[src/rtl/mc_ctrl_pkg.sv]
// Shared encodings for the multi-cycle controller.
// States, opcode/func constants, mux selects and trap codes.
package mc_ctrl_pkg;

    typedef enum logic [2:0] {
        S_FETCH  = 3'd0,
        S_DECODE = 3'd1,
        S_EXEC   = 3'd2,
        S_MEM    = 3'd3,
        S_WB     = 3'd4,
        S_TRAP   = 3'd5
    } state_e;

    typedef enum logic [3:0] {
        K_ILLEGAL,
        K_J,
        K_JR,
        K_JAL,
        K_BEQ,
        K_BNE,
        K_ADDI,
        K_ADD,
        K_SUB,
        K_LW,
        K_SW
    } kind_e;

    localparam logic [5:0] OP_RTYPE = 6'b000000;
    localparam logic [5:0] OP_J     = 6'b000010;
    localparam logic [5:0] OP_JAL   = 6'b000011;
    localparam logic [5:0] OP_BEQ   = 6'b000100;
    localparam logic [5:0] OP_BNE   = 6'b000101;
    localparam logic [5:0] OP_ADDI  = 6'b001000;
    localparam logic [5:0] OP_LW    = 6'b100011;
    localparam logic [5:0] OP_SW    = 6'b101011;

    localparam logic [5:0] FN_JR  = 6'b001000;
    localparam logic [5:0] FN_ADD = 6'b100000;
    localparam logic [5:0] FN_SUB = 6'b100010;

    localparam logic [1:0] PC_S_PC4 = 2'b00;
    localparam logic [1:0] PC_S_RS  = 2'b01;
    localparam logic [1:0] PC_S_BR  = 2'b10;
    localparam logic [1:0] PC_S_JMP = 2'b11;

    localparam logic [1:0] WR_S_RD = 2'b00;
    localparam logic [1:0] WR_S_RT = 2'b01;
    localparam logic [1:0] WR_S_RA = 2'b11;

    localparam logic [1:0] WD_S_ALU = 2'b00;
    localparam logic [1:0] WD_S_MEM = 2'b01;
    localparam logic [1:0] WD_S_PC4 = 2'b10;

    localparam logic [1:0] TC_NONE    = 2'b00;
    localparam logic [1:0] TC_ILLEGAL = 2'b01;
    localparam logic [1:0] TC_TIMEOUT = 2'b10;

    localparam logic [2:0] ALU_ADD = 3'b000;
    localparam logic [2:0] ALU_SUB = 3'b001;

    // Wide enough for the largest allowed memory timeout (255).
    localparam int CNT_W = 8;

endpackage

[src/rtl/mc_ctrl_decode.sv]
// Instruction classifier for the multi-cycle controller.
// Load/store kinds exist only when MC_CTRL_LDST_EN is defined.
module mc_ctrl_decode
    import mc_ctrl_pkg::*;
(
    input  logic [5:0] op,
    input  logic [5:0] func,
    output kind_e      kind
);

    // Map op/func onto one instruction kind; anything unknown is illegal.
    always_comb begin
        kind = K_ILLEGAL;
        case (op)
            OP_RTYPE: begin
                case (func)
                    FN_JR:   kind = K_JR;
                    FN_ADD:  kind = K_ADD;
                    FN_SUB:  kind = K_SUB;
                    default: kind = K_ILLEGAL;
                endcase
            end
            OP_J:    kind = K_J;
            OP_JAL:  kind = K_JAL;
            OP_BEQ:  kind = K_BEQ;
            OP_BNE:  kind = K_BNE;
            OP_ADDI: kind = K_ADDI;
`ifdef MC_CTRL_LDST_EN
            OP_LW:   kind = K_LW;
            OP_SW:   kind = K_SW;
`endif
            default: kind = K_ILLEGAL;
        endcase
    end

endmodule

[src/rtl/mc_controller.sv]
// Multi-cycle control FSM with memory wait timeout and sticky trap.
// Define MC_CTRL_LDST_EN to add lw/sw through the MEM state.
module mc_controller
    import mc_ctrl_pkg::*;
#(
    parameter int ALU_OP_W    = 3,
    parameter int MEM_TIMEOUT = 15
) (
    input  logic                clk,
    input  logic                rst_n,
    input  logic [5:0]          op,
    input  logic [5:0]          func,
    input  logic                zero,
    input  logic                mem_ready,
    output logic                mem_req,
    output logic                mem_write,
    output logic                ir_write,
    output logic                pc_write,
    output logic [1:0]          pc_s,
    output logic [ALU_OP_W-1:0] alu_op,
    output logic                imm_s,
    output logic [1:0]          w_r_s,
    output logic [1:0]          wr_data_s,
    output logic                write_reg,
    output logic [2:0]          state,
    output logic [1:0]          trap_cause
);

    state_e           state_q, state_d;
    logic [CNT_W-1:0] cnt_q, cnt_d;
    logic [5:0]       op_q, op_d;
    logic [5:0]       func_q, func_d;
    logic [1:0]       trap_q, trap_d;

    logic [5:0] dec_op;
    logic [5:0] dec_func;
    kind_e      kind;
    logic [2:0] alu3;
    logic       tmo_hit;

    // DECODE sees the live fields; later states use the latched copy.
    assign dec_op   = (state_q == S_DECODE) ? op   : op_q;
    assign dec_func = (state_q == S_DECODE) ? func : func_q;

    mc_ctrl_decode u_decode (
        .op   (dec_op),
        .func (dec_func),
        .kind (kind)
    );

    assign tmo_hit    = (cnt_q == CNT_W'(MEM_TIMEOUT));
    assign state      = state_q;
    assign trap_cause = trap_q;
    assign alu_op     = ALU_OP_W'(alu3);

    // State, wait counter, latched instruction and trap cause.
    always_ff @(posedge clk or negedge rst_n) begin
        if (!rst_n) begin
            state_q <= S_FETCH;
            cnt_q   <= '0;
            op_q    <= '0;
            func_q  <= '0;
            trap_q  <= TC_NONE;
        end else begin
            state_q <= state_d;
            cnt_q   <= cnt_d;
            op_q    <= op_d;
            func_q  <= func_d;
            trap_q  <= trap_d;
        end
    end

    // Next state; the counter is zero outside FETCH/MEM so entry clears it.
    always_comb begin
        state_d = state_q;
        cnt_d   = '0;
        op_d    = op_q;
        func_d  = func_q;
        trap_d  = trap_q;
        case (state_q)
            S_FETCH: begin
                if (mem_ready) begin
                    state_d = S_DECODE;
                end else if (tmo_hit) begin
                    state_d = S_TRAP;
                    trap_d  = TC_TIMEOUT;
                end else begin
                    cnt_d = cnt_q + 1'b1;
                end
            end
            S_DECODE: begin
                op_d   = op;
                func_d = func;
                case (kind)
                    K_J, K_JR, K_JAL: state_d = S_FETCH;
                    K_BEQ, K_BNE:     state_d = S_EXEC;
                    K_ADDI:           state_d = S_EXEC;
                    K_ADD, K_SUB:     state_d = S_EXEC;
`ifdef MC_CTRL_LDST_EN
                    K_LW, K_SW:       state_d = S_EXEC;
`endif
                    default: begin
                        state_d = S_TRAP;
                        trap_d  = TC_ILLEGAL;
                    end
                endcase
            end
            S_EXEC: begin
                case (kind)
                    K_BEQ, K_BNE: state_d = S_FETCH;
`ifdef MC_CTRL_LDST_EN
                    K_LW, K_SW:   state_d = S_MEM;
`endif
                    default:      state_d = S_WB;
                endcase
            end
`ifdef MC_CTRL_LDST_EN
            S_MEM: begin
                if (mem_ready) begin
                    state_d = (kind == K_SW) ? S_FETCH : S_WB;
                end else if (tmo_hit) begin
                    state_d = S_TRAP;
                    trap_d  = TC_TIMEOUT;
                end else begin
                    cnt_d = cnt_q + 1'b1;
                end
            end
`endif
            S_WB:    state_d = S_FETCH;
            S_TRAP:  state_d = S_TRAP;
            default: state_d = S_FETCH;
        endcase
    end

    // Control outputs; the fetch handshake is masked while in reset.
    always_comb begin
        mem_req   = 1'b0;
        mem_write = 1'b0;
        ir_write  = 1'b0;
        pc_write  = 1'b0;
        pc_s      = PC_S_PC4;
        alu3      = ALU_ADD;
        imm_s     = 1'b0;
        w_r_s     = WR_S_RD;
        wr_data_s = WD_S_ALU;
        write_reg = 1'b0;
        case (state_q)
            S_FETCH: begin
                mem_req = 1'b1;
                if (mem_ready && rst_n) begin
                    ir_write = 1'b1;
                    pc_write = 1'b1;
                    pc_s     = PC_S_PC4;
                end
            end
            S_DECODE: begin
                case (kind)
                    K_J: begin
                        pc_write = 1'b1;
                        pc_s     = PC_S_JMP;
                    end
                    K_JR: begin
                        pc_write = 1'b1;
                        pc_s     = PC_S_RS;
                    end
                    K_JAL: begin
                        pc_write  = 1'b1;
                        pc_s      = PC_S_JMP;
                        write_reg = 1'b1;
                        w_r_s     = WR_S_RA;
                        wr_data_s = WD_S_PC4;
                    end
                    default: ;
                endcase
            end
            S_EXEC: begin
                case (kind)
                    K_BEQ: begin
                        alu3     = ALU_SUB;
                        pc_write = zero;
                        pc_s     = PC_S_BR;
                    end
                    K_BNE: begin
                        alu3     = ALU_SUB;
                        pc_write = !zero;
                        pc_s     = PC_S_BR;
                    end
                    K_ADDI: imm_s = 1'b1;
                    K_SUB:  alu3  = ALU_SUB;
`ifdef MC_CTRL_LDST_EN
                    K_LW, K_SW: imm_s = 1'b1;
`endif
                    default: ;
                endcase
            end
`ifdef MC_CTRL_LDST_EN
            S_MEM: begin
                mem_req   = 1'b1;
                mem_write = (kind == K_SW);
            end
`endif
            S_WB: begin
                write_reg = 1'b1;
                case (kind)
                    K_ADDI: w_r_s = WR_S_RT;
`ifdef MC_CTRL_LDST_EN
                    K_LW: begin
                        w_r_s     = WR_S_RT;
                        wr_data_s = WD_S_MEM;
                    end
`endif
                    default: w_r_s = WR_S_RD;
                endcase
            end
            default: ;
        endcase
    end

endmodule

[config.mk]
export PLATFORM = sky130hd
export DESIGN_NAME = mc_controller
export DESIGN_NICKNAME = d
export VERILOG_FILES = /design/src/rtl/mc_ctrl_pkg.sv /design/src/rtl/mc_ctrl_decode.sv /design/src/rtl/mc_controller.sv
export SDC_FILE = /design/constraint.sdc
export NUM_CORES = 1
export LEC_CHECK = 0
export ABC_CLOCK_PERIOD_IN_PS = 2600
export BUFFER_PORTS_ARGS = -buffer_cell sky130_fd_sc_hd__buf_2
export CAP_MARGIN = 20
export CORE_MARGIN = 2
export CORE_UTILIZATION = 30
export CTS_BUF_LIST = sky130_fd_sc_hd__clkbuf_2
export CTS_CLUSTER_DIAMETER = 200
export DETAILED_ROUTE_END_ITERATION = 10
export SLEW_MARGIN = 10
export SYNTH_ARGS = -nofsm -noshare
export SYNTH_HDL_FRONTEND = slang
export SYNTH_SLANG_ARGS = --single-unit
[constraint.sdc]
create_clock -name clk -period 2.6 [get_ports clk]
set_input_delay 0.52 -clock clk [delete_from_list [all_inputs] [get_ports clk]]
set_output_delay 0.52 -clock clk [all_outputs]
set_load 0.01 [all_outputs]
# --- After elaboration in Yosys (flattened, before gate mapping) ---
# Index checks and enable logic that the tools add are counted.
word_totals:
  regBits: 25
  latchBits: 0
  mem_bits_rw: 0
  rom_bits: 0
  input_bits: 16
  out_inout_bits: 20
  wordCells: 79
  mem_count: 0
op_classes:
  add_sub_neg: 1
  multipliers: 0
  div_mod_pow: 0
  order_cmp: 0
  n_eq_ne: 25
  shift: 0
  muxes: 36
  bitwise: 0
  n_reduce_logical: 12
op_table:
  columns: ["operator", "count"]
  rows:
  - ["8-bit two-way mux", 3]
  - ["4-bit one-hot mux with 6 select lines", 1]
  - ["4-bit by 3-bit equality test with 1-bit output, second input constant", 4]
  - ["2-bit one-hot mux with 2 select lines", 4]
  - ["2-bit two-way mux", 7]
  - ["6-bit by 2-bit equality test with 1-bit output, second input constant", 2]
  - ["6-bit by 3-bit equality test with 1-bit output, second input constant", 2]
  - ["6-bit by 4-bit equality test with 1-bit output, second input constant", 2]
  - ["6-bit equality test, second input constant", 2]
  - ["6-bit two-way mux", 2]
  - ["3-bit one-hot mux with 4 select lines", 1]
  - ["4-bit one-hot mux with 3 select lines", 1]
  - ["1-bit two-way mux", 10]
  - ["3-bit two-way mux", 3]
  - ["8-bit by 1-bit adder with 8-bit output, second input constant", 1]
  - ["4-bit by 2-bit equality test with 1-bit output, second input constant", 2]
  - ["8-bit by 4-bit equality test with 1-bit output, second input constant", 1]
  - ["8-bit OR reduction", 1]
  - ["3-bit equality test, second input constant", 2]
  - ["6-bit zero test", 1]
  - ["2-bit != test, second input constant", 3]
  - ["3-bit one-hot mux with 2 select lines", 1]
  - ["3-bit OR reduction", 2]
  - ["5-bit OR reduction", 1]
  - ["13 further kinds", 15]

# --- Depth between registers and ports, before layout ---
# Gate-level depths: netlist of the first run.
logic_depth:
  ltp_word: 9
  mapped_depth: 8
  ltp_nobuf: 6

# --- Cells and area by module ---
# Synthesis of the first run repeated with hierarchy kept, for this count alone.
hier_totals:
  hier_cells: 172
  hier_area_um2: 1529.0
modules_own_cells:
  columns: ["mod", "instances", "cells_each", "area_per_inst_um2", "seq_area_each_um2"]
  rows:
  - ["mc_controller", 1, 150, 1360.1, 625.6]
  - ["mc_ctrl_decode", 1, 22, 168.9, 0.0]

# --- Worst setup path after synthesis of the first run ---
# Ideal clock, no wire load.
synth_timing:
  kind: "reg-to-output"
  from: "register state_q[1], in the netlist state[1]"
  to: "output port pc_write"
  arrival_time_ns: 2.437
  required_time_ns: 2.080
  setup_slack_ns: -0.357
  path_stages_with_launch: 8
  path_buffers: 2
  cell_sequence: "dfrtp_1 > buf_2 > or3b_1 > buf_2 > or4_4 > a2111o_1 > nand4_2 > mux2i_1"
synth_between:
  elab_chain_len: 9
  word_cells_on_any_way: 25
  classes_between: "15 x eq/ne; 7 x mux; 3 x reduce/logical"
synth_rtl:
  columns: ["element", "line", "source"]
  rows:
  - ["start, declared", "mc_controller.sv:29", "state_e state_q, state_d;"]
  - ["start signal, assigned", "mc_controller.sv:65", "state_q <= state_d;"]
  - ["3-bit by 1-bit equality test with 1-bit output", "mc_controller.sv:42, mc_controller.sv:43, mc_controller.sv:147", null]
  - ["6-bit two-way mux", null, null]
  - ["6-bit equality test / 6-bit by 4-bit equality test with 1-bit output (equally long branches)", "mc_ctrl_decode.sv:16", "case (func)"]
  - ["4-bit one-hot mux with 3 select lines", "mc_ctrl_decode.sv:16", null]
  - ["4-bit one-hot mux with 6 select lines", "mc_ctrl_decode.sv:14", "case (op)"]
  - ["4-bit by 1-bit equality test with 1-bit output / 4-bit by 2-bit equality test with 1-bit output (equally long branches)", "mc_controller.sv:157", "case (kind)"]
  - ["3-bit OR reduction (no line)", null, null]
  - ["1-bit two-way mux", "mc_controller.sv:157", null]
  - ["1-bit one-hot mux with 3 select lines *", "mc_controller.sv:147", "case (state_q)"]
  - ["end, declared", "mc_controller.sv:18", "output logic pc_write,"]
# Every way passes the cells marked *; elsewhere a longest branch is shown, timed or not.

# --- Worst setup path in the final report of the first run ---
# Ends and elaborated chain as after synthesis.

==> out/metrics.csv, run 1 <==
metric,value,unit
fmax,0.3109,GHz
maximum vdd drop,0.0003390,V
CTS root buffer,clkbuf_2,
RSZ-0062 raised after global routing,yes,
post-DP HPWL,3151,um
Setup Viol. Count Final,9,
Crit Path Category,reg2out,
DRT Pass-1 Iters,4,
Die X-Extent,76.58,um
TNS Setup,-4.296,ns
Worst Setup Start Kind,flop,
outcome,"finished, violations left",
first-pass GRT wire length,6962,um
critical path arrival,2.70,ns
reg-to-reg endpoint,trap_cause[1],
Synth area leader,dfrtp_1,
Vias/cell,4.830,
row cnt,26,
total clock sinks,25,
"Core Util, Final",0.4245,
RePlAce Congestion,0.7989,
post-synthesis register bit count,25,
Crit. End Element,output pin,
"reg-to-reg slack, setup",0.33,ns
Synth area leaders,"dfrtp_1 40%, nand2_1 8.6%, mux2i_1 4.4%",
Tcrit/Tclk final,1.237,
initial antenna violation count,0,
area grow syn2layout,37.21,%
largest net degree at the start of global routing,26,
Hold Buf Count CTS,0,
min Tclk post-route,3.216,ns
gr usage total,0.1472,
Top Ports,36,
CTS Buf Count,3,
Pins Over Slew Limit,0,
n_diodes,0,
clock slew at reported path FFs,0.28,ns
Static Leak,0.9807,nW
later-pin clock latency in the skew report,0.38,ns
crit path max fanout,3,
register area share after synthesis,0.3959,
Multi-input gate area,996.0,um2
top-area cell type share of the netlist area,0.3959,
ANT nets after route,0,
vias after detailed routing,1502,
Yosys warning total,0,
DRC Markers,0,
share of cells above drive strength 1,0.3651,
Final #Nets,259,
vias in the first global route,1452,
failing checks,setup timing,
Fin. Hold Viols,0,
"Req. time, crit path",2.08,ns
Synth Instances,183,
PwrDens,870.8,nW/um2
total of max-cap violations,0,
Final WS setup,-0.6161,ns
Filler cells,538,
class of the worst hold path,in2async,
"Top FF cell, synth",dfrtp_1,
CTS tree,built,
chip height,76.58,um
Post-synth EDFFs,0,
total core area,5107,um2
Setup Skew,0.01869,ns
CTS H-Tree Depth,1,
initial core utilization,0.3094,
Avg WL per Cell,13.71,um
# port buffers,31,
GRT Residual Overflow,0,
share of synthesized registers carrying an async set or reset,1.000,
Syn Std Cell Area,1580,um2
sequential cell area,625.6,um2
Netlist cell types,47,
full die area,5864,um2
drt initial violations,55,
mean post-synth cell area,8.635,um2
Reg2Reg Depth,9,
CTS Buffer Depth,2,
WL final,4265,um
Reg-to-Reg Start,state[1],
-- layer usage --
metal  global-route usage  part of all wire
met2               0.2513              0.48
met3              0.02962             0.028
met1               0.1963              0.49
met4              0.02182            0.0054
met5                    0                 0
-- how the worst max path moves through the flow --
| stage | from | endpoint | cells after the start | slack, ns |
|---|---|---|---|---|
| after global placement | op[0] | pc_write | 7 | -0.36 |
| after CTS | state[1] | pc_write | 6 | -0.68 |
| after detailed placement | op[0] | pc_write | 7 | -0.40 |
| after global routing | state[1] | pc_write | 9 | -0.69 |
| after floorplan | state[1] | pc_write | 7 | -0.28 |
| final | state[1] | pc_write | 6 | -0.62 |
-- layout make-up --
class	instances	area share
flip-flops and latches	25	0.2885
multi-input cells	146	0.4593
inverters	4	0.006924
clock buffers	3	0.006924
clock inverters	1	0.003462
well taps	70	0.04039
repair buffers	62	0.1945
-- layout by cell type, fill, tap and decap left out, types with 3 or more instances in the layout --
cell type  instances
or4_1              3
nor3_1             7
nor2_1            12
nand2b_1           3
nand3_1            3
conb_1             4
buf_6              7
buf_2             28
xnor2_1            6
o211ai_1           3
o21ai_0            4
nand2_1           35
inv_1              3
clkbuf_2           3
nor2b_1            7
nor4_1             5
mux2i_1            4
and3_1             4
buf_4             27
nor3b_1            3
dfrtp_1           25
-- per-stage QoR --
step	total power, mW	hold WS [ns]	cells	cell area, um2	worst slack (ns)
floorplan	1.193	0.2244	186	1630	-0.2820
global placement	1.547	0.4437	303	2008	-0.3592
detailed placement	1.559	0.4689	303	2008	-0.3978
CTS	1.833	0.1025	310	2120	-0.6782
global route	2.028	0.09551	311	2168	-0.6879
finish	1.888	0.08687	311	2168	-0.6161
-- timing repair --
item / in CTS / in global routing
gates resized for setup: 15 / 10
buffers inserted: 3 / 1
pin swaps: 8 / 4
setup endpoints to repair: 9 / 9
-- where the power goes --
part | internal, mW | switching (mW) | total, mW
clock | 0.0356 | 0.133 | 0.169
sequential | 0.505 | 0.104 | 0.609
combinational | 0.537 | 0.573 | 1.11
total | 1.08 | 0.810 | 1.89
-- worst max-delay path, cell delays in order, from the launching register on --
cell and delay [ns]:
dfrtp_1 0.45, or3b_4 0.42, or4_4 0.45, a2111o_1 0.50, nand4_4 0.13, mux2i_2 0.22, buf_2 0.16
-- registers in the layout, indices dropped and copies added (netlist names) --
name	cells
state	3
cnt_q	8
trap_cause	2
op_q	6
func_q	6
-- Yosys cell counts (5+ instances only) --
cell and count:
xnor2_1 6, dfrtp_1 25, nor3_1 7, mux2i_1 7, o21ai_0 5, nand2_1 36
nor2b_1 7, nor4_1 6, nor2_1 12
-- kinds of logic after synthesis --
| kind of cell | count (synthesis) | share of synthesized area |
|---|---|---|
| AND/OR/NAND/NOR | 102 | 0.3421 |
| flip-flops | 25 | 0.3959 |
| AO/OA/AOI/OAI | 24 | 0.1156 |
| buffers and inverters | 15 | 0.04750 |
| XOR/XNOR | 8 | 0.04434 |
| multiplexers | 7 | 0.04434 |
| adder cells (fa/ha/maj) | 1 | 0.007916 |
| other | 1 | 0.002373 |
(Power assumes the default switching activity.)
==> run 2, diff against run 1 <==
ABC_CLOCK_PERIOD_IN_PS = 3500   (was 2600)
clock period = 3.5 ns   (was 2.6 ns; I/O delays follow)
==> run 2 against run 1 <==
Effect of this change: the run now ends clean; cell count is 6.8% lower; sequential share of layout area is 4.2 points higher; cell area is 13% lower; worst hold slack better by 0.23 ns; die area stayed put; sequential power is 26% lower; critical endpoint unchanged; largest power group unchanged.
==> out/metrics.csv, run 2 (same netlist as run 1, synthesis figures left out) <==
metric,value,unit,change
PwrDens,631.8,nW/um2,-27%
final instance area,1896,um2,-13%
area grow syn2layout,19.95,%,
post-DP HPWL,2947,um,-6.5%
vias in the first global route,1358,,-6.5%
Tcrit/Tclk final,0.9589,,
min Tclk post-route,3.356,ns,
DRC Markers,0,,unchanged
reg-to-reg endpoint,trap_cause[1],,
crit path from,state[1],,
fmax,0.2980,GHz,
class of the worst hold path,in2async,,
Final WS setup,0.1440,ns,+0.7601 ns
Worst-Margin Slew,0.6339,ns,
DRT Pass-1 Iters,4,,unchanged
Slew HR,0.5735,,
first-pass GRT wire length,6348,um,-8.8%
n_diodes,0,,unchanged
full die area,5864,um2,unchanged
Final #Nets,238,,-8.1%
crit path max fanout,10,,+7
Crit. End Element,output pin,,
chip height,76.58,um,unchanged
outcome,completed,,
gr usage total,0.1338,,-0.01340
total clock sinks,25,,unchanged
ANT nets after route,0,,unchanged
CTS Buffer Depth,2,,unchanged
Setup Skew,0.005268,ns,-0.01343 ns
end of the critical path,pc_write,,
CTS tree,built,,
Hold WS,0.3167,ns,+0.2299 ns
maximum vdd drop,0.0001567,V,-54%
vias after detailed routing,1385,,-7.8%
CTS root buffer,clkbuf_2,,
most frequent cells in the layout,"36 x nand2_1, 31 x buf_2, 25 x dfrtp_1",,
Die X-Extent,76.58,um,unchanged
clock slew at reported path FFs,0.24,ns,-0.04 ns
CP Cell Sequence,buf_4 -> nor3b_2 -> buf_4 -> or4_1 -> a2111o_1 -> nand4_4 -> mux2i_1 -> buf_2,,
share of cells above drive strength 1,0.2455,,-0.1197
Hold Buf Count CTS,0,,unchanged
initial core utilization,0.3094,,unchanged
Reg-to-Reg Start,state[1],,
RePlAce Congestion,0.8373,,+4.8%
crit-path max cell delay,0.54,ns,+0.04 ns
DP Area,1839,um2,-8.4%
"CP delay by family, top",simple AND/OR/NAND/NOR gates,,
"commonest non-fill, non-tap cell in the layout",nand2_1,,
row cnt,26,,unchanged
Total Power,1.198,mW,-37%
cell mode on critical path,buf_4,,
"Req. time, crit path",2.80,ns,+0.72 ns
WL final,3700,um,-13%
initial antenna violation count,0,,unchanged
CP Buf/Inv Count,3,,+2
Static Leak,0.8619,nW,-12%
top flop regs,"cnt_q (8), func_q (6), op_q (6)",,
later-pin clock latency in the skew report,0.34,ns,-0.04 ns
drt initial violations,89,,+62%
Crit Path Category,reg2out,,
# port buffers,31,,unchanged
pre-CTS setup slack,0.1185,ns,+0.5163 ns
GRT Residual Overflow,0,,unchanged
Reg2Reg Depth,8,,-1
largest net degree at the start of global routing,26,,unchanged
Vias/cell,4.776,,-1.1%
Setup Viol. Count Final,0,,-9
Top Ports,36,,unchanged
Worst Setup Start Kind,flop,,
critical path arrival,2.66,ns,-0.04 ns
Fin. Hold Viols,0,,unchanged
Pins Over Slew Limit,0,,unchanged
"reg-to-reg slack, setup",1.13,ns,+0.80 ns
CTS Buf Count,3,,unchanged
CTS H-Tree Depth,1,,unchanged
Avg WL per Cell,12.76,um,-7.0%
slowest CP cell,a2111o_1,,
total core area,5107,um2,unchanged
register name with the most flops,cnt_q,,
total of max-cap violations,0,,unchanged
max FFs per register,8,,unchanged
Crit path depth,8,,+2
-- run 2: cell types whose count changed in the layout (fill, tap and decap cells not counted), moves of 2 or more --
cell / delta
buf_2: +3
buf_4: -17
buf_6: -7
mux2i_1: +2
-- run 2: metal layers --
metal	track usage	vias to the layer above	wire (um)
li1	-	714	-
met1	0.1843	638	1818
met2	0.2088	29	1680
met3	0.01896	4	137
met4	0.05818	0	62
met5	0	-	0
-- run 2: area by class of cell --
cell class                      instances  area (um2)
Fill cell                             530        3212
Multi-Input combinational cell        146       917.1
Sequential cell                        25       625.6
Timing Repair Buffer                   41       230.2
Tap cell                               70       87.58
Clock buffer                            3       15.01
Inverter                                4       15.01
Clock inverter                          1       5.005
-- run 2: how the worst min path moves through the flow --
stage | slack [ns] | end | depth (start not counted) | start
finish | 0.32 | state[1] | 2 | rst_n
global route | 0.31 | state[0] | 2 | rst_n
CTS | 0.30 | state[1] | 2 | rst_n
detailed placement | 0.45 | cnt_q[0] | 1 | cnt_q[0]
global placement | 0.45 | cnt_q[0] | 1 | cnt_q[0]
floorplan | 0.40 | cnt_q[0] | 0 | rst_n
-- run 2: where the power goes --
group / switching [mW] / internal, mW
registers: 0.0770 / 0.375
clock network: 0.0871 / 0.0259
logic: 0.353 / 0.280
-- run 2: stage by stage --
step / utilization / TNS, ns / cells
floorplan: - / 0 / 186
global placement: 0.3601 / 0 / 284
detailed placement: 0.3601 / 0 / 284
CTS: 0.3655 / 0 / 289
global route: 0.3711 / -0.001659 / 290
finish: 0.3711 / 0 / 290
-- run 2: what timing repair did --
action / CTS / global route
gates cloned: 0 / 0
gates resized for setup: 0 / 4
pin swaps: 0 / 2
buffers inserted: 1 / 1
setup endpoints to repair: 1 / 4
